File: src/rtl/microsequencer_param.sv
// Microprogram sequencer: next microaddress from op/condition/branch field, with call stack and loop counter.
// Latency: inputs sampled on a rising edge set o_address for the following cycle; one op per cycle, no bubbles.
// Backpressure: none; every op completes in one cycle; stack over/underflow is absorbed and reported via sticky flags.
module microsequencer_param #(
  parameter int AW          = 12,
  parameter int STACK_DEPTH = 4,
  parameter int CNT_W       = 8,
  parameter int NCOND       = 8
) (
  input  logic                     clock,
  input  logic                     reset,
  input  logic [2:0]               i_op,
  input  logic [$clog2(NCOND)-1:0] i_cond_sel,
  input  logic                     i_cond_pol,
  input  logic [NCOND-1:0]         i_cond_in,
  input  logic [AW-1:0]            i_d_in,
  input  logic                     i_relative,
  input  logic                     i_cnt_load,
  input  logic [CNT_W-1:0]         i_cnt_value,
  output logic [AW-1:0]            o_address,
  output logic                     o_count_zero,
  output logic                     o_stack_empty,
  output logic                     o_stack_overflow,
  output logic                     o_stack_underflow
);

  // Op encodings as driven by the pipeline register.
  localparam logic [2:0] OP_CONT = 3'd0;
  localparam logic [2:0] OP_JUMP = 3'd1;
  localparam logic [2:0] OP_CALL = 3'd2;
  localparam logic [2:0] OP_RET  = 3'd3;
  localparam logic [2:0] OP_LOOP = 3'd4;
  localparam logic [2:0] OP_MAP  = 3'd5;
  localparam logic [2:0] OP_HOLD = 3'd6;

  localparam int CSW = $clog2(NCOND);
  // Stack pointer must represent 0..STACK_DEPTH inclusive.
  localparam int SPW = $clog2(STACK_DEPTH + 1);
  localparam int IW  = (STACK_DEPTH > 1) ? $clog2(STACK_DEPTH) : 1;

  localparam logic [SPW-1:0] SP_FULL   = SPW'(STACK_DEPTH);
  localparam logic [CSW:0]   NCOND_LIM = (CSW + 1)'(NCOND);

  // Architectural state.
  logic [AW-1:0]    r_address;
  logic [SPW-1:0]   r_sp;
  logic [CNT_W-1:0] r_cnt;
  logic             r_overflow;
  logic             r_underflow;
  logic [AW-1:0]    r_stack [STACK_DEPTH];

  // Combinational decode results.
  logic             w_cond_raw;
  logic             w_cond;
  logic [AW-1:0]    w_inc;
  logic [AW-1:0]    w_target;
  logic             w_sp_full;
  logic             w_sp_empty;
  logic             w_cnt_nz;
  logic [IW-1:0]    w_push_idx;
  logic [IW-1:0]    w_pop_idx;
  logic [AW-1:0]    w_next;
  logic             w_push;
  logic             w_pop;
  logic             w_ovf_set;
  logic             w_unf_set;
  logic             w_cnt_dec;

  // Select one condition input; out-of-range selects read as false before polarity.
  always_comb begin
    w_cond_raw = 1'b0;
    if ({1'b0, i_cond_sel} < NCOND_LIM) begin
      w_cond_raw = i_cond_in[i_cond_sel];
    end
  end

  assign w_cond     = w_cond_raw ^ i_cond_pol;
  // Adders wrap modulo 2^AW; a relative d_in is treated as two's complement by the same wrap.
  assign w_inc      = r_address + AW'(1);
  assign w_target   = i_relative ? (r_address + i_d_in) : i_d_in;
  assign w_sp_full  = (r_sp == SP_FULL);
  assign w_sp_empty = (r_sp == '0);
  assign w_cnt_nz   = (r_cnt != '0);
  // Push writes the slot at sp; pop reads the slot just below it.
  assign w_push_idx = IW'(r_sp);
  assign w_pop_idx  = IW'(r_sp - SPW'(1));

  // Next-address selection and stack/counter side effects per op.
  always_comb begin
    w_next    = w_inc;
    w_push    = 1'b0;
    w_pop     = 1'b0;
    w_ovf_set = 1'b0;
    w_unf_set = 1'b0;
    w_cnt_dec = 1'b0;
    case (i_op)
      OP_CONT: begin
        w_next = w_inc;
      end
      OP_JUMP: begin
        if (w_cond) begin
          w_next = w_target;
        end
      end
      OP_CALL: begin
        // A taken call always jumps; the return address is dropped if the stack is full.
        if (w_cond) begin
          w_next = w_target;
          if (w_sp_full) begin
            w_ovf_set = 1'b1;
          end else begin
            w_push = 1'b1;
          end
        end
      end
      OP_RET: begin
        // A taken return on an empty stack falls through instead of using stale data.
        if (w_cond) begin
          if (w_sp_empty) begin
            w_unf_set = 1'b1;
          end else begin
            w_pop  = 1'b1;
            w_next = r_stack[w_pop_idx];
          end
        end
      end
      OP_LOOP: begin
        // Branch decision uses the counter value held at the start of this cycle.
        if (w_cnt_nz) begin
          w_next    = w_target;
          w_cnt_dec = 1'b1;
        end
      end
      OP_MAP: begin
        w_next = i_d_in;
      end
      OP_HOLD: begin
        w_next = r_address;
      end
      default: begin
        w_next = w_inc;
      end
    endcase
  end

  // Microaddress register.
  always_ff @(posedge clock or posedge reset) begin
    if (reset) begin
      r_address <= '0;
    end else begin
      r_address <= w_next;
    end
  end

  // Stack pointer moves by at most one entry per cycle.
  always_ff @(posedge clock or posedge reset) begin
    if (reset) begin
      r_sp <= '0;
    end else if (w_push) begin
      r_sp <= r_sp + SPW'(1);
    end else if (w_pop) begin
      r_sp <= r_sp - SPW'(1);
    end
  end

  // Stack storage is unreset; only entries below sp are ever read.
  always_ff @(posedge clock) begin
    if (w_push && !reset) begin
      r_stack[w_push_idx] <= w_inc;
    end
  end

  // Loop counter: an explicit load wins over a same-cycle decrement.
  always_ff @(posedge clock or posedge reset) begin
    if (reset) begin
      r_cnt <= '0;
    end else if (i_cnt_load) begin
      r_cnt <= i_cnt_value;
    end else if (w_cnt_dec) begin
      r_cnt <= r_cnt - CNT_W'(1);
    end
  end

  // Sticky error flags, cleared only by reset.
  always_ff @(posedge clock or posedge reset) begin
    if (reset) begin
      r_overflow  <= 1'b0;
      r_underflow <= 1'b0;
    end else begin
      if (w_ovf_set) begin
        r_overflow <= 1'b1;
      end
      if (w_unf_set) begin
        r_underflow <= 1'b1;
      end
    end
  end

  assign o_address         = r_address;
  assign o_count_zero      = ~w_cnt_nz;
  assign o_stack_empty     = w_sp_empty;
  assign o_stack_overflow  = r_overflow;
  assign o_stack_underflow = r_underflow;

endmodule

File: config.mk
export PLATFORM = sky130hd
export DESIGN_NAME = microsequencer_param
export DESIGN_NICKNAME = d
export VERILOG_FILES = /design/src/rtl/microsequencer_param.sv
export SDC_FILE = /design/constraint.sdc
export NUM_CORES = 1
export LEC_CHECK = 0
export CORE_MARGIN = 1
export CORE_UTILIZATION = 60
export CTS_CLUSTER_SIZE = 20
export DETAILED_ROUTE_END_ITERATION = 8
export GPL_ROUTABILITY_DRIVEN = 1
export PLACE_DENSITY = 0.87
export SETUP_SLACK_MARGIN = 0.02
export SLEW_MARGIN = 20
export SYNTH_ARGS = -nofsm -noshare
export SYNTH_HDL_FRONTEND = slang
export SYNTH_SLANG_ARGS = --single-unit
File: constraint.sdc
create_clock -name clock -period 7.3 [get_ports clock]
set_clock_uncertainty 0.1 [all_clocks]
set_input_delay 1.46 -clock clock [delete_from_list [all_inputs] [get_ports clock]]
set_output_delay 1.46 -clock clock [all_outputs]
set_load 0.01 [all_outputs]
==> summary.md, run 1 <==
| Metric | Value |
|---|---|
| Diodes inserted | 0 |
| DP HPWL | 7.69 mm |
| Final period util | 0.607 |
| Proportion of register bits with asynchronous set or reset after synthesis | 0.342 |
| Wire length of the first global-routing pass | 16.7 mm |
| Maximum clock frequency | 226 MHz |
| Leak | 2.07 nW |
| Final slew viol count | 0 |
| Via count of the first global-routing pass | 3296 |
| Number of storage elements in the synthesis netlist | 73 |
| Total clock sinks | 73 |
| CTS max path bufs | 2 |
| Relative slew slack | 0.299 |
| Horizontal extent of the die | 88.0 um |
| Power Internal | 1.02 mW |
| Worst voltage drop across the vdd grid | 0.000256 V |
| EDFF count, synth | 48 |
| Routed Wire Length | 10.5 mm |
| Post-CTS Repair Setup Buffers | 0 |
| Arrival time of data at the critical path endpoint | 4.32 ns |
| Top Ports | 55 |
| Slowest cell on the critical path | sky130_fd_sc_hd__and3_1 |
| Clock latency on the worst-skew pair | 0.35 ns |
| Pwr per Cell Area | 309 mW/mm^2 |
| Post-cts hold buffer count | 0 |
| Worst R2R Setup Slack | 3.75 ns |
| Worst Path Class, Setup | in2reg |
| Min cycle time layout | 4.43 ns |
| Sequential area share after synthesis | 0.466 |
| Slowest Stage Delay on Critical Path | 0.59 ns |
| Synth warn | 0 |
| Net switching fraction of the power | 0.371 |
| Instance area after placement | 0.00504 sq mm |
| CTS tree | yes |
| Part of the power in combinational logic | 0.414 |
| Count of nets after finishing | 501 |
| Core Footprint | 0.00698 sq mm |
| Setup repair after global routing missed its margin | false |
| Sum of negative setup slack | 0 ns |
| Total vias in the final route | 3444 |
| Type of the worst min-delay path | reg2reg |
| Area occupied by multi-input gates | 0.00224 sq mm |
| Site row count | 30 |
| Global route total overflow | 0 |
| Register clock-pin slew on the reported worst setup and hold paths | 0.07 ns |
| Commonest cells in the netlist | 48 x sky130_fd_sc_hd__edfxtp_1, 25 x sky130_fd_sc_hd__dfrtp_1, 24 x sky130_fd_sc_hd__nand2_1 |
| Number of instances on the worst hold path | 1 |
| Aggregate global-route resource usage | 0.294 |
| Synthesis-to-finish area growth | 18.3% |
| Total number of H-tree levels | 3 |
| Weighted congestion at the end of routability-driven global placement | 0.895 |
| CTS Buf Count | 9 |
| # fillers | 489 |
| Netlist cell types | 59 |
| Series of cell instances along the critical path | clkdlybuf4s50_1 -> mux4_2 -> mux2i_4 -> xnor2_2 -> nand2_1 -> nor3_1 -> and3_1 |
| FF-to-FF Start | r_sp[0] |
| Worst slew pin tran | 1.04 ns |
| Leading register cell type out of synthesis | sky130_fd_sc_hd__edfxtp_1 |
| Most frequent cell after synthesis | sky130_fd_sc_hd__edfxtp_1 |
| Initial detailed-routing violation count | 457 |
| Synthesized area per cell | 11.3 sq um |
| Crit Path Max Fanout | 12 |
| Mapped Cells | 391 |
| Cells taking the most area after synthesis | sky130_fd_sc_hd__edfxtp_1 32%, sky130_fd_sc_hd__dfrtp_1 14%, sky130_fd_sc_hd__mux4_2 7.1%, sky130_fd_sc_hd__ha_1 5.6%, sky130_fd_sc_hd__a21o_1 3.2% |
| Worst setup EP type | flop |
| Worst Path Required | 7.19 ns |
| Number of endpoints with negative hold slack in the final report | 0 |
| Die area | 0.00774 sq mm |
| Area of the mapped netlist | 0.00444 sq mm |
| Vertical extent of the die | 88.0 um |
| Post-route DRC | 0 |
| Total of max-cap violations | 0 |
| Number of routed nets with antenna violations | 0 |
| Worst-case hold path end point | o_stack_overflow |
| Final-report setup violation count | 0 |
| Post-route design area | 0.00525 sq mm |
| Sequential cell area | 0.00207 sq mm |
| Sequential power share | 0.380 |
| Startpoint Class | input port |
| Input/output buffers | 54 |
| Starting Density | 0.635 |
| Crit path from | i_cond_sel[1] |
| Synth Net Count | 451 |
| Number of cells traversed by the worst register-to-register path | 9 |
| Critical R2R Capture | o_address[0] |
| Clk network pwr share | 0.205 |
| CTS root buf | sky130_fd_sc_hd__clkbuf_8 |
| Pin count of the biggest net entering global routing | 30 |
| Ratio of cells with drive above 1 in the final layout | 0.0942 |
| Outcome | completed |
| Number of antenna violations at the first check in global routing | 0 |
| Avg WL per Cell | 19.4 um |
| Via density per instance | 6.35 |
| Portion of synthesized cell area occupied by the leading cell type | 0.325 |
| Count of instances resized after the clock tree is built | 0 |
| Number of detailed-routing iterations run before antenna repair | 5 |
| Worst Hold Launch | o_stack_overflow |
| Design Power | 1.62 mW |
| Cell type with the largest total area after synthesis | sky130_fd_sc_hd__edfxtp_1 |
| Power spent charging and discharging nets | 601 uW |
## power groups by stage
stage | Clock (mW) | Combinational (mW) | Sequential, mW
after floorplan | 0 | 0.465 | 0.597
after global placement | 0 | 0.632 | 0.619
after detailed placement | 0 | 0.661 | 0.623
after CTS | 0.337 | 0.667 | 0.614
after global routing | 0.351 | 0.727 | 0.626
final | 0.333 | 0.671 | 0.616
## area by class of cell
class / count / share of cell area
timing repair buffer: 55 / 0.104
clock inverter: 7 / 0.0157
inverter: 19 / 0.0136
tap: 96 / 0.0229
sequential: 73 / 0.394
multi-input combinational: 283 / 0.426
clock buffer: 9 / 0.0236
## critical path: cells and delay by family
kind	cells	cell delay [ns]
and+or+nand+nor	3	1.28
muxes	2	0.81
buffers and inverters	1	0.52
xor gates and xnor gates	1	0.24
## cell families after synthesis
family / Yosys count / synth area share
mux: 27 / 0.107
compound gates: 107 / 0.165
buf+inv: 35 / 0.0302
simple gates: 104 / 0.122
flops: 73 / 0.466
fa+ha+maj: 21 / 0.0609
xor+xnor: 24 / 0.0491
## worst max-delay path by stage
stage,end,slack [ns],cells past startpoint
2_1_floorplan,r_stack[0][0],3.53,6
3_3_place_gp,r_stack[0][8],2.65,7
3_5_place_dp,r_stack[0][6],2.48,7
4_1_cts,r_stack[0][0],2.86,7
5_1_grt,r_stack[0][0],2.65,7
6_report,r_stack[0][0],2.87,7
## layer usage
| layer | track usage | up-vias | share of wire |
|---|---|---|---|
| met5 | 0 | - | 0 |
| met4 | 0.106 | 0 | 0.019 |
| met3 | 0.0631 | 21 | 0.080 |
| met2 | 0.467 | 169 | 0.47 |
| met1 | 0.401 | 1651 | 0.43 |
| li1 | - | 1603 | - |
## flip-flops by register name (all words and copies together), names as in the netlist
register,count
o_address,12
o_stack_overflow,1
o_stack_underflow,1
r_cnt,8
r_sp,3
r_stack,48
## cells in the final DEF (no fill, tap or decap), types with 3 or more instances in the layout
cell,Yosys,final
sky130_fd_sc_hd__o221ai_1,3,3
sky130_fd_sc_hd__nor2b_1,4,4
sky130_fd_sc_hd__edfxtp_1,48,48
sky130_fd_sc_hd__xor2_1,10,10
sky130_fd_sc_hd__a21o_1,19,19
sky130_fd_sc_hd__o21ai_0,22,22
sky130_fd_sc_hd__mux2i_1,8,8
sky130_fd_sc_hd__nor3_1,9,9
sky130_fd_sc_hd__nand2_1,24,24
sky130_fd_sc_hd__a22oi_1,3,3
sky130_fd_sc_hd__and3_1,10,10
sky130_fd_sc_hd__nand3_1,21,21
sky130_fd_sc_hd__xnor2_1,13,13
sky130_fd_sc_hd__and2_1,5,5
sky130_fd_sc_hd__inv_6,0,3
sky130_fd_sc_hd__or4b_2,3,3
sky130_fd_sc_hd__clkdlybuf4s50_1,0,54
sky130_fd_sc_hd__clkbuf_8,0,9
sky130_fd_sc_hd__nor2_1,15,15
sky130_fd_sc_hd__mux4_2,14,14
sky130_fd_sc_hd__dfrtp_1,25,25
sky130_fd_sc_hd__ha_1,20,20
sky130_fd_sc_hd__mux2_2,3,3
sky130_fd_sc_hd__a21oi_1,22,22
sky130_fd_sc_hd__inv_1,19,19
sky130_fd_sc_hd__a221o_1,5,5
sky130_fd_sc_hd__o22ai_1,5,5
## stage by stage
step                      hold slack (ns)  instances  setup WS (ns)  utilization
after floorplan                     0.403        391           3.53            -
after global placement              0.368        526           2.65        0.722
after detailed placement            0.368        526           2.48        0.722
after CTS                           0.386        542           2.86        0.752
after global routing                0.408        542           2.65        0.752
final                               0.381        542           2.87        0.752
(Power assumes the default switching activity.)
==> run 2, diff against run 1 <==
- CORE_UTILIZATION: 60 -> 51
- PLACE_DENSITY: 0.87 -> 0.79
- clock period: 7.3 -> 4 ns (I/O delays scaled with it)
==> summary.md, run 2 (synthesis results as in run 1) <==
| Metric | Value |
|---|---|
| Outcome | completed |
| Design Power | 2.89 mW (+78%) |
| Worst R2R Setup Slack | 0.96 ns (-2.79 ns) |
| Number of antenna violations at the first check in global routing | 0 (unchanged) |
| Most common library cell in the layout ignoring fill and taps | sky130_fd_sc_hd__clkdlybuf4s50_1 |
| Vertical extent of the die | 95.3 um (+8.3%) |
| Routed Wire Length | 10.5 mm (-0.28%) |
| Synthesis-to-finish area growth | 19.5% |
| Register name with the most flops | r_stack |
| Worst setup EP type | flop |
| Clk network pwr share | 0.184 (-0.021) |
| Site row count | 33 (+10%) |
| Count of nets after finishing | 510 (+1.8%) |
| Power Internal | 1.81 mW (+77%) |
| Final-report setup violation count | 0 (unchanged) |
| Net switching fraction of the power | 0.374 (+0.00305) |
| Worst slew pin tran | 0.657 ns (-0.387 ns) |
| CTS root buf | sky130_fd_sc_hd__clkbuf_8 |
| Number of cells traversed by the worst register-to-register path | 10 (+1) |
| Setup repair after global routing missed its margin | false |
| Wire length of the first global-routing pass | 16.7 mm (about the same) |
| Initial detailed-routing violation count | 218 (-52%) |
| Maximum clock frequency | 288 MHz |
| Number of routed nets with antenna violations | 0 (unchanged) |
| Die area | 0.00908 sq mm (+17%) |
| CTS max path bufs | 2 (unchanged) |
| Series of cell instances along the critical path | clkdlybuf4s50_1 -> mux4_2 -> mux2i_4 -> xnor2_2 -> nand2_1 -> nor3_1 -> buf_4 -> and3_1 |
| Total vias in the final route | 3450 (+0.17%) |
| Post-route DRC | 0 (unchanged) |
| Weighted congestion at the end of routability-driven global placement | 0.865 (-3.3%) |
| Min cycle time layout | 3.48 ns |
| Count of instances resized after the clock tree is built | 0 (unchanged) |
| Top Ports | 55 (unchanged) |
| Horizontal extent of the die | 95.3 um (+8.3%) |
| Number of endpoints with negative hold slack in the final report | 0 (unchanged) |
| Post-CTS Repair Setup Buffers | 0 (unchanged) |
| Part of the power in combinational logic | 0.439 (+0.025) |
| Relative slew slack | 0.551 (+0.252) |
| Via count of the first global-routing pass | 3341 (+1.4%) |
| Worst-case hold path end point | o_stack_underflow |
| Via density per instance | 6.16 (-3.0%) |
| Slowest Stage Delay on Critical Path | 0.56 ns (-0.03 ns) |
| Number of detailed-routing iterations run before antenna repair | 5 (unchanged) |
| Arrival time of data at the critical path endpoint | 3.36 ns (-0.96 ns) |
| Ratio of cells with drive above 1 in the final layout | 0.112 (+0.0179) |
| Final slew viol count | 0 (unchanged) |
| Aggregate global-route resource usage | 0.246 (-0.0477) |
| Worst Path Required | 3.89 ns (-3.30 ns) |
| Slowest cell on the critical path | sky130_fd_sc_hd__mux4_2 |
| Pwr per Cell Area | 544 mW/mm^2 (+76%) |
| Total of max-cap violations | 0 (unchanged) |
| Critical R2R Capture | o_address[0] |
| Sequential power share | 0.377 (-0.003) |
| Power spent charging and discharging nets | 1.08 mW (+80%) |
| Total clock sinks | 73 (unchanged) |
| Core Footprint | 0.00830 sq mm (+19%) |
| Diodes inserted | 0 (unchanged) |
| Commonest non-fill, non-tap cells in the layout | 54 x sky130_fd_sc_hd__clkdlybuf4s50_1, 48 x sky130_fd_sc_hd__edfxtp_1, 25 x sky130_fd_sc_hd__dfrtp_1, 24 x sky130_fd_sc_hd__nand2_1 |
| DP HPWL | 7.86 mm (+2.2%) |
| Worst Hold Launch | o_stack_underflow |
| Post-cts hold buffer count | 0 (unchanged) |
| Pin count of the biggest net entering global routing | 30 (unchanged) |
| Type of the worst min-delay path | reg2reg |
| Flip-flop count of the largest register after layout | 48 (unchanged) |
| Post-route design area | 0.00530 sq mm (+1.0%) |
| Global route total overflow | 0 (unchanged) |
| # fillers | 648 (+33%) |
| Number of cells after detailed placement | 544 (+3.4%) |
| Final Non-Filler Cells | 560 (+3.3%) |
| Leak | 2.11 nW (+2.0%) |
| Final period util | 0.869 |
| Input/output buffers | 54 (unchanged) |
| Starting Density | 0.535 (-0.101) |
| Clock latency on the worst-skew pair | 0.35 ns (about the same) |
| Register clock-pin slew on the reported worst setup and hold paths | 0.08 ns (about the same) |
| CTS Buf Count | 9 (unchanged) |
| Crit Path Max Fanout | 12 (unchanged) |
| Avg WL per Cell | 18.7 um (-3.5%) |
| Instance area after placement | 0.00512 sq mm (+1.6%) |
| Worst voltage drop across the vdd grid | 0.000277 V (+8.3%) |
| Sum of negative setup slack | 0 ns (unchanged) |
| Number of instances on the worst hold path | 1 (unchanged) |
| FF-to-FF Start | r_sp[0] |
| Worst Path Class, Setup | in2reg |
| Total number of H-tree levels | 3 (unchanged) |
| CTS tree | yes |
| Startpoint Class | input port |
run 2: cell types whose count changed in the layout (fill, tap and decap cells not counted):
cell	change
sky130_fd_sc_hd__inv_6	-3
sky130_fd_sc_hd__buf_4	+9
sky130_fd_sc_hd__clkinv_4	+4
sky130_fd_sc_hd__bufinv_16	-1
sky130_fd_sc_hd__clkinvlp_4	-2
sky130_fd_sc_hd__clkinv_2	+2
run 2: through the flow:
stage               setup WS, ns  hold WS [ns]   util
floorplan                  0.601         0.403      -
global placement           0.237         0.363  0.617
detailed placement         0.112         0.357  0.617
CTS                        0.478         0.375  0.639
global route               0.363         0.389  0.639
finish                     0.523         0.372  0.639
run 2: cell type report:
| class | count | area, sq um | share of cell area |
|---|---|---|---|
| clock buffer | 9 | 124 | 0.0234 |
| clock inverter | 7 | 56.3 | 0.0106 |
| inverter | 19 | 71.3 | 0.0135 |
| multi-input combinational | 283 | 2240 | 0.422 |
| sequential | 73 | 2070 | 0.390 |
| tap | 105 | 131 | 0.0248 |
| timing repair buffer | 64 | 616 | 0.116 |
run 2: power by group through the flow:
stage | registers [mW] | logic, mW | clock network (mW)
after floorplan | 1.09 | 0.848 | 0
after global placement | 1.10 | 1.21 | 0
after detailed placement | 1.10 | 1.26 | 0
after CTS | 1.08 | 1.27 | 0.537
after global routing | 1.10 | 1.39 | 0.571
final | 1.09 | 1.27 | 0.531
run 2: worst max-delay path by stage:
stage,cells past startpoint,startpoint,endpoint
floorplan,11,r_sp[0],r_sp[1]
global placement,8,i_cond_sel[1],r_stack[0][7]
detailed placement,8,i_cond_sel[1],r_stack[0][10]
CTS,8,i_cond_sel[1],r_stack[0][4]
global route,8,i_cond_sel[1],r_stack[0][2]
finish,8,i_cond_sel[1],r_stack[0][5]
run 2: routing by layer:
layer | track usage | vias to the layer above | wire (um) | part of all wire
met3 | 0.0367 | 11 | 736 | 0.070
met4 | 0.0821 | 0 | 98 | 0.0094
met2 | 0.407 | 165 | 5080 | 0.49
li1 | - | 1618 | - | -
met5 | 0 | - | 0 | 0
met1 | 0.332 | 1656 | 4550 | 0.43
run 2: critical path, delay by kind of cell:
kind,cells,cell delay [ns]
multiplexers,2,0.83
AND/OR/NAND/NOR,3,0.77
buffers and inverters,2,0.70
XOR/XNOR,1,0.24
